File: config.mk
export PLATFORM = sky130hd
export DESIGN_NAME = dac_wave_gen
export DESIGN_NICKNAME = d
export VERILOG_FILES = /design/src/rtl/dac_wave_gen.sv
export SDC_FILE = /design/constraint.sdc
export NUM_CORES = 1
export LEC_CHECK = 0
export CAP_MARGIN = 5
export CORE_ASPECT_RATIO = 0.6
export CORE_MARGIN = 2
export CORE_UTILIZATION = 59
export CTS_CLUSTER_DIAMETER = 50
export CTS_CLUSTER_SIZE = 16
export DETAILED_ROUTE_END_ITERATION = 10
export PLACE_DENSITY = 0.87
export SLEW_MARGIN = 25
export SYNTH_ARGS = -nofsm -noshare
export SYNTH_HDL_FRONTEND = slang
export SYNTH_SLANG_ARGS = --single-unit
File: constraint.sdc
create_clock -name clk -period 7.8 [get_ports clk]
set_input_delay 1.17 -clock clk [delete_from_list [all_inputs] [get_ports clk]]
set_output_delay 1.17 -clock clk [all_outputs]
set_load 0.01 [all_outputs]
File: src/rtl/dac_wave_gen.sv
// Dual-channel DAC sample generator: rate divider ticks two phase accumulators,
// each shaped into a 12-bit waveform and offered to the DAC driver via valid/ready.
module dac_wave_gen #(
  parameter int PHASE_W = 16,
  parameter int DIV_W   = 16
) (
  input  logic               clk,
  input  logic               rst,
  input  logic               enable,
  input  logic               phase_clr,
  input  logic [DIV_W-1:0]   rate_div,
  input  logic [PHASE_W-1:0] freq_a,
  input  logic [PHASE_W-1:0] freq_b,
  input  logic [1:0]         wave_sel_a,
  input  logic [1:0]         wave_sel_b,
  input  logic               dac_ready,
  input  logic               clr_ovr,
  output logic [11:0]        DATA_A,
  output logic [11:0]        DATA_B,
  output logic               data_valid,
  output logic               overrun
);

  localparam logic [1:0] IDLE  = 2'd0;
  localparam logic [1:0] RUN   = 2'd1;
  localparam logic [1:0] DRAIN = 2'd2;

  logic [1:0]         state_q, state_d;
  logic [DIV_W-1:0]   cnt_q, cnt_d;
  logic [PHASE_W-1:0] phase_a_q, phase_a_d, phase_b_q, phase_b_d;
  logic [11:0]        data_a_q, data_a_d, data_b_q, data_b_d;
  logic               valid_q, valid_d, ovr_q, ovr_d;
  logic               tick, xfer, ovr_ev;
  logic [PHASE_W-1:0] next_a, next_b;

  // Waveform shaping from the top 12 bits of the (already advanced) phase.
  function automatic logic [11:0] wave(input logic [1:0] sel, input logic [PHASE_W-1:0] ph);
    logic [11:0] tri_v;
    tri_v = {ph[PHASE_W-2 -: 11], 1'b0};
    case (sel)
      2'd0:    wave = ph[PHASE_W-1 -: 12];
      2'd1:    wave = ph[PHASE_W-1] ? ~tri_v : tri_v;
      2'd2:    wave = ph[PHASE_W-1] ? 12'hFFF : 12'h000;
      default: wave = 12'h800;
    endcase
  endfunction

  always_comb begin
    state_d = state_q;
    cnt_d   = cnt_q;
    tick    = 1'b0;
    case (state_q)
      IDLE: begin
        cnt_d = '0;
        if (enable) state_d = RUN;
      end
      RUN: begin
        if (!enable) begin
          cnt_d   = '0;
          state_d = valid_q ? DRAIN : IDLE;
        end else if (phase_clr) begin
          cnt_d = '0;
        end else if (cnt_q == rate_div) begin
          tick  = 1'b1;
          cnt_d = '0;
        end else begin
          cnt_d = cnt_q + DIV_W'(1);
        end
      end
      DRAIN: begin
        cnt_d = '0;
        if (!valid_q || dac_ready) state_d = IDLE;
      end
      default: begin
        state_d = IDLE;
        cnt_d   = '0;
      end
    endcase
  end

  assign next_a = phase_a_q + freq_a;
  assign next_b = phase_b_q + freq_b;
  assign xfer   = valid_q & dac_ready;
  assign ovr_ev = tick & valid_q & ~dac_ready;

  always_comb begin
    phase_a_d = phase_a_q;
    phase_b_d = phase_b_q;
    data_a_d  = data_a_q;
    data_b_d  = data_b_q;
    valid_d   = valid_q;
    if (phase_clr) begin
      phase_a_d = '0;
      phase_b_d = '0;
    end else if (tick) begin
      phase_a_d = next_a;
      phase_b_d = next_b;
    end
    // A tick always reloads the pair; a same-cycle transfer simply keeps valid high.
    if (tick) begin
      data_a_d = wave(wave_sel_a, next_a);
      data_b_d = wave(wave_sel_b, next_b);
      valid_d  = 1'b1;
    end else if (xfer) begin
      valid_d = 1'b0;
    end
    ovr_d = ovr_ev ? 1'b1 : (clr_ovr ? 1'b0 : ovr_q);
  end

  always_ff @(posedge clk or negedge rst) begin
    if (!rst) begin
      state_q   <= IDLE;
      cnt_q     <= '0;
      phase_a_q <= '0;
      phase_b_q <= '0;
      data_a_q  <= 12'h000;
      data_b_q  <= 12'h000;
      valid_q   <= 1'b0;
      ovr_q     <= 1'b0;
    end else begin
      state_q   <= state_d;
      cnt_q     <= cnt_d;
      phase_a_q <= phase_a_d;
      phase_b_q <= phase_b_d;
      data_a_q  <= data_a_d;
      data_b_q  <= data_b_d;
      valid_q   <= valid_d;
      ovr_q     <= ovr_d;
    end
  end

  assign DATA_A     = data_a_q;
  assign DATA_B     = data_b_q;
  assign data_valid = valid_q;
  assign overrun    = ovr_q;

endmodule

==> reports/results.ini, run 1 <==
[global_route]
track_usage_pct=29.0
antenna_found_initial=0
grt_pass1_vias=4536
overflow=0
grt_max_degree=93
grt_first_pass_wirelength_um=22500

[clocking]
htree_num_levels=3
cts_tree=yes
clock_path_buffers=2
cts_setup_buffers=0
hold_buffers=0
cts_made_buffers=9
cts_resized=0
cts-root-buf=clkbuf_16
insertion_delay_ns=0.35
path_clk_slew_ns=0.06
cts_sinks=76

[sta]
fin_crit_sh_pct=58.3
rsz0062_at_grt=false
setup_violations=0
slew_viol_final=0
hold_viol=0
fmax_mhz=220
fin_skew_ns=0.00733
slew_headroom_pct=33.7
fin_crit_ns=4.55
fin_setup_tns_ns=0
worst_slew_pin_slew_ns=0.993

[routing]
wl_um=13500
wl_per_cell_um=17.2
vias_per_cell=6.00
dr.pass1.iters=5
drc=0
vias=4696
ant_nets=0
drt_iter0_drc=493

[hold_path]
min-delay-start=state_q[1]
worstHoldPathType=reg -> reg

[setup_path]
cp_slowest_stage_delay_ns=0.72
arrival_ns=4.81
crit_family=simple AND/OR/NAND/NOR gates
worstSetupStartpointType=input port
cp-startpoint=freq_a[1]
cp_max_fo=15
critPathRequiredTime_ns=8.06
endpoint_kind=flop
crit_buf_inv=1
path_cells=clkdlybuf4s50_1 -> ha_1 -> a211oi_2 -> nor2_1 -> a2111oi_2 -> or3_1 -> and3_1 -> nand2_1 -> nor2_1 -> nand2_1 -> o211ai_1
cpMaxStageDelayCell=a2111oi_2
timing.rr.start=phase_a_q[1]
rrSetupSlack_ns=4.13
worstSetupPathType=in -> reg

[layout]
layout_common_cells=clkdlybuf4s50_1, dfrtp_1, nand2_1
multi_input_area_um2=3150
seqCellArea_um2=1900
area_delta_synth_final_pct=22.5
final_net_count=757
n_antenna_cell=0
instances_no_fill=783
final_common_cell=clkdlybuf4s50_1
fillers=615
drive_above_1_share_pct=4.02

[outcome]
status=finished, final reports clean

[run]
maxCapViolCount=0

[synth]
syn-cell-area_um2=5270
syn-num-nets=686
synth_edf_count=0
yosys_warnings=0
netlist_instances=595
ys_seq_elements=76
synth_ff_type=dfrtp_1
synthDistinctLibCells=62
synth_seq_area_share_pct=36.1
avgSynthCellArea_um2=8.85
synth-async-reset-ratio_pct=100

[place]
hpwl_um=9580
gp_congestion=0.910
dp_cells=767
port_buffers=83

[floorplanning]
coreArea_um2=8590
die_h_um=77.2
die_area_um2=9720
io-pin-count=84
die_w_um=126
fp-row-count=26
start_util_pct=61.3

[power_and_ir_drop]
p_per_area_nw_per_um2=148
vdd_ir_drop_max_v=0.000140
p_leak_uw=0.00293

==> worst register-to-register path: stages (launching register included) <==
cell       delay (ns)
dfrtp_1          0.40
ha_1             0.32
a211oi_2         0.27
nor2_1           0.12
a2111oi_2        0.72
or3_1            0.21
and3_1           0.63
nand2_1          0.15
nor2_1           0.34
nand2_1          0.25
o211ai_1         0.18
==> through the flow <==
stage                     hold slack, ns  utilization (%)  setup slack [ns]  area, um2  power [uW]
final                              0.490             75.1              3.25       6450         952
after global routing               0.517             75.1              3.09       6450         985
after CTS                          0.496             75.1              3.36       6450         956
after detailed placement           0.480             71.5              3.03       6140         518
after global placement             0.459             71.5              3.22       6140         514
after floorplan                    0.435                -              4.36       5270         465
==> final cells by class <==
cell class,count,area share [%]
inverters,28,1.63
well taps,112,2.17
clock inverters,3,0.679
repair buffers,84,12.9
multi-input cells,467,48.9
flip-flops and latches,76,29.5
clock buffers,13,4.19
==> report_power, final <==
| group | internal [uW] | switching, uW | leakage [uW] |
|---|---|---|---|
| Sequential | 395 | 0.631 | 0.00106 |
| Combinational | 54.6 | 62.7 | 0.00172 |
| Clock | 274 | 166 | 0.000156 |
==> kinds of logic after synthesis <==
group	synth area share, %
XOR/XNOR	12.1
AO/OA/AOI/OAI	18.3
flip-flops	36.1
AND/OR/NAND/NOR	20.7
buffers and inverters	4.04
adder cells (fa/ha/maj)	8.13
multiplexers	0.570
==> layer usage <==
layer,share of wire (%),track usage (%)
met1,48,42.1
met5,0,0
met2,42,42.4
met4,1.7,8.90
met3,8.1,7.96
==> cells in the mapped netlist, types with 3 or more instances <==
cell type   n  share of area [%]
xor2_1     43                7.2
clkbuf_1   13               0.93
a211o_1     8                1.3
dfrtp_1    76                 36
xnor2_1    30                5.0
nand2b_1    9                1.1
a2111oi_0   3               0.50
a221oi_1    4               0.67
nor3_1      9               0.86
nand2_1    59                4.2
mux2i_1     3               0.57
o211ai_1    9                1.3
a21oi_1    27                2.6
o21ai_1     6               0.57
a22oi_1     4               0.57
nor2_1     49                3.5
and2_1      3               0.36
o21ai_0    41                3.9
ha_1       31                7.4
o31ai_1     4               0.57
nor2b_1     7               0.83
nand3_1    14                1.3
nor4_1      4               0.48
a21o_1     10                1.4
buf_1       6               0.43
and3_1     12                1.4
o22ai_1     4               0.48
or3_1       5               0.59
nand3b_1   29                4.1
inv_1      28                2.0
==> final timing paths <==
kind                                end  depth (start not counted)
max                           DATA_A[3]                         11
max reg2reg                   DATA_A[3]                         10
min                          state_q[0]                          1
min in group asynchronous  phase_a_q[7]                          1
min reg2reg                  state_q[0]                          1
max in group asynchronous      cnt_q[9]                          1
==> flip-flops by register name (all words and copies together) (netlist names) <==
register,count
DATA_B,12
data_valid,1
overrun,1
cnt_q,16
DATA_A,12
phase_b_q,16
state_q,2
phase_a_q,16
Power figures use the tool's default switching activity.
==> run 2, diff against run 1 <==
Settings changed: CORE_UTILIZATION 59 to 49, PLACE_DENSITY 0.87 to 0.77.
Clock period 7.8 ns to 4.09 ns, I/O delays scaled along.
==> reports/results.ini, run 2 (synthesis gave the netlist of run 1 again) <==
[layout]
final_net_count=766
n_antenna_cell=0
area_delta_synth_final_pct=23.7
seqCellArea_um2=1900
utilization_pct=61.9
drive_above_1_share_pct=5.15
multi_input_area_um2=3150
layout_common_cells=clkdlybuf4s50_1, dfrtp_1, nand2_1
reg_top3=cnt_q x16, phase_a_q x16, phase_b_q x16
instances_no_fill=819
final_common_cell=clkdlybuf4s50_1
fillers=874

[routing]
ant_nets=0
wl_per_cell_um=16.6
drc=0
drt_iter0_drc=370
vias=4663
wl_um=13600
vias_per_cell=5.69
dr.pass1.iters=5

[clocking]
hold_buffers=0
insertion_delay_ns=0.34
cts-root-buf=clkbuf_16
cts_sinks=76
clock_path_buffers=2
cts_made_buffers=9
htree_num_levels=3
cts_resized=0
cts_tree=yes
path_clk_slew_ns=0.06
cts_setup_buffers=0

[floorplanning]
io-pin-count=84
die_area_um2=11600
die_w_um=138
coreArea_um2=10500
start_util_pct=50.0
die_h_um=84.3
fp-row-count=29

[place]
hpwl_um=10000
port_buffers=83
gp_congestion=0.927
place_ws_ns=0.204
dp_cells=803

[sta]
fin_crit_ns=3.62
hold_viol=0
slew_viol_final=0
worst_slew_pin_slew_ns=0.793
fin_setup_tns_ns=0
setup_violations=0
worst_slack_ns=0.467
fin_crit_sh_pct=88.6
fmax_mhz=276
rsz0062_at_grt=false
slew_headroom_pct=45.8
fin_skew_ns=0.00992

[setup_path]
worstSetupPathType=in -> reg
worstSetupStartpointType=input port
ff2ff_path_depth=12
cp_max_fo=2
arrival_ns=3.85
endpoint_kind=flop
critPathRequiredTime_ns=4.32
cp-startpoint=freq_b[0]
rr_endpoint=DATA_B[1]
rrSetupSlack_ns=0.87
timing.rr.start=phase_b_q[3]
crit_end=DATA_B[11]

[power_and_ir_drop]
p_leak_uw=0.00295
vdd_ir_drop_max_v=0.000231
p_per_area_nw_per_um2=264

[outcome]
status=finished, final reports clean

[run]
maxCapViolCount=0

[global_route]
track_usage_pct=24.1
grt_max_degree=77
overflow=0
grt_first_pass_wirelength_um=22200
antenna_found_initial=0
grt_pass1_vias=4543

[hold_path]
worstHoldPathType=in -> async

==> run 2: where the power goes <==
group / internal (uW) / switching (uW) / total (uW) / leakage, uW
clock: 410 / 325 / 735 / 0.000124
sequential: 753 / 1.22 / 754 / 0.00106
combinational: 108 / 119 / 227 / 0.00176
total: 1270 / 446 / 1720 / 0.00295
==> run 2: metrics by stage <==
stage	instance area, um2	hold WS [ns]	total power [uW]
finish	6510	0.296	1720
global route	6510	0.364	1790
CTS	6510	0.470	1730
detailed placement	6240	0.476	993
global placement	6240	0.455	988
floorplan	5270	0.318	888
==> run 2: cell type report <==
cell class | count | share of cell area (%)
timing repair buffer | 93 | 13.9
clock buffer | 10 | 3.52
inverter | 28 | 1.61
clock inverter | 6 | 0.634
multi-input combinational | 467 | 48.4
sequential | 76 | 29.2
tap | 139 | 2.67
==> run 2: worst max-delay path, stage by stage <==
cell and delay (ns):
clkdlybuf4s50_1 0.51, ha_1 0.18, inv_1 0.05, fa_1 0.39
nor2b_1 0.15, o21ai_0 0.14, a21o_1 0.20, nor2b_1 0.15
o21ai_0 0.44, a41oi_1 0.32, xor2_1 0.28, nor2_1 0.08
o41ai_1 0.34
==> run 2: how the worst min path moves through the flow <==
stage	slack, ns	cells past startpoint	start	endpoint
after floorplan	0.32	0	rst	DATA_A[0]
after global placement	0.46	1	state_q[1]	state_q[0]
after detailed placement	0.48	2	DATA_A[0]	DATA_A[0]
after CTS	0.47	1	rst	DATA_A[11]
after global routing	0.36	1	rst	state_q[1]
final	0.30	1	rst	DATA_A[0]
==> run 2: layer usage <==
metal / vias to the layer above / GRT usage, % / part of all wire (%)
li1: 2267 / - / -
met2: 163 / 35.5 / 42
met3: 15 / 5.56 / 8.2
met4: 0 / 5.01 / 0.94
met5: - / 0 / 0
met1: 2218 / 36.3 / 49
==> run 3, diff against run 2 <==
Settings changed: REMOVE_ABC_BUFFERS from default to 1.
==> reports/results.ini, run 3 (synthesis gave the netlist of run 1 again) <==
[power_and_ir_drop]
p_total_uw=1860
clockPowerShare_pct=47.3
swShare_pct=24.0
intPower_uw=1410
vdd_ir_drop_max_v=0.000249
p_per_area_nw_per_um2=284
p_leak_uw=0.00297
power_frac_seq_pct=40.5
switching_power_uw=446
combinationalPowerShare_pct=12.2

[setup_path]
rrSetupSlack_ns=0.91
critPathRequiredTime_ns=4.30
cpMaxStageDelayCell=a2111oi_2
crit_top_cell=nor2_1
cp_max_fo=12
arrival_ns=3.74
worstSetupStartpointType=input port
endpoint_kind=flop
cp_slowest_stage_delay_ns=0.63
worstSetupPathType=in -> reg
path_cells=clkdlybuf4s50_1 -> ha_1 -> a211oi_2 -> nor2_1 -> a2111oi_2 -> o211ai_1 -> and3_1 -> nand2_1 -> nor2_1 -> buf_4 -> a2111oi_0 -> nor2_1

[routing]
wl_um=13400
wl_per_cell_um=16.5
ant_nets=0
drt_iter0_drc=364
vias=4610
vias_per_cell=5.65
dr.pass1.iters=5
drc=0

[clocking]
cts-root-buf=clkbuf_16
cts_tree=yes
cts_made_buffers=9
clock_path_buffers=2
insertion_delay_ns=0.34
path_clk_slew_ns=0.06
hold_buffers=0
cts_resized=0
cts_sinks=76
cts_setup_buffers=0
htree_num_levels=3

[sta]
worst_slew_pin_slew_ns=0.784
slew_headroom_pct=46.4
slew_viol_final=0
hold_viol=0
setup_violations=0
fmax_mhz=283
fin_crit_ns=3.53
rsz0062_at_grt=false
fin_setup_tns_ns=0
fin_crit_sh_pct=86.4
fin_skew_ns=0.00858

[place]
gp_congestion=0.889
hpwl_um=9750
port_buffers=83
dp_cells=800
placed_cell_area_um2=6230

[floorplanning]
die_w_um=138
io-pin-count=84
die_h_um=84.3
fp-row-count=29
coreArea_um2=10500
start_util_pct=50.0
die_area_um2=11600

[layout]
drive_above_1_share_pct=4.73
fillers=890
n_antenna_cell=0
instances_no_fill=816
final_net_count=763
post-route-cell-area_um2=6560
final_common_cell=clkdlybuf4s50_1
utilization_pct=62.3
reg_top3=cnt_q x16, phase_a_q x16, phase_b_q x16
layout_common_cells=clkdlybuf4s50_1, dfrtp_1, nand2_1
area_delta_synth_final_pct=24.5

[run]
maxCapViolCount=0

[global_route]
track_usage_pct=23.6
grt_max_degree=92
overflow=0
grt_first_pass_wirelength_um=21800
antenna_found_initial=1
grt_pass1_vias=4399

[outcome]
status=finished, final reports clean

[hold_path]
worstHoldPathType=in -> async

run 3: power groups by stage:
stage / logic [uW] / registers (uW) / clock network (uW)
finish: 227 / 754 / 880
floorplan: 110 / 768 / 0
global placement: 218 / 768 / 0
CTS: 225 / 754 / 893
global route: 249 / 754 / 928
detailed placement: 224 / 768 / 0
run 3: per-stage QoR:
step / hold slack [ns] / setup slack, ns
floorplan: 0.318 / 0.291
global placement: 0.460 / 0.334
detailed placement: 0.477 / 0.264
CTS: 0.482 / 0.604
global route: 0.354 / 0.244
finish: 0.299 / 0.555
run 3: final timing paths:
path                       cells after the start      endpoint    startpoint
setup / recovery                              12     DATA_A[5]     freq_a[1]
hold / removal                                 1     DATA_A[0]           rst
setup reg to reg                              11     DATA_A[5]  phase_a_q[2]
hold reg to reg                                1    state_q[0]    state_q[1]
max in group asynchronous                      1  phase_a_q[5]           rst
min in group clk                               1    state_q[0]    state_q[1]
run 3: worst max-delay path: cells and delay by family:
family / cells / cell delay (ns)
buf+inv: 2 / 0.64
compound gates: 4 / 1.33
fa+ha+maj: 1 / 0.35
simple gates: 5 / 0.80
run 3: layout make-up:
cell class	count	area [um2]	share of cell area, %
clock buffers	11	243	3.70
clock inverters	5	83.8	1.28
inverters	28	105	1.60
multi-input cells	467	3150	48.1
flip-flops and latches	76	1900	29.0
well taps	139	174	2.65
repair buffers	90	897	13.7
run 3: routing by layer:
layer	global-route usage (%)	part of all wire, %	vias up
met2	33.2	41	197
met5	0	0	-
met1	36.3	49	2135
met4	6.22	1.0	0
li1	-	-	2260
met3	5.50	8.5	18
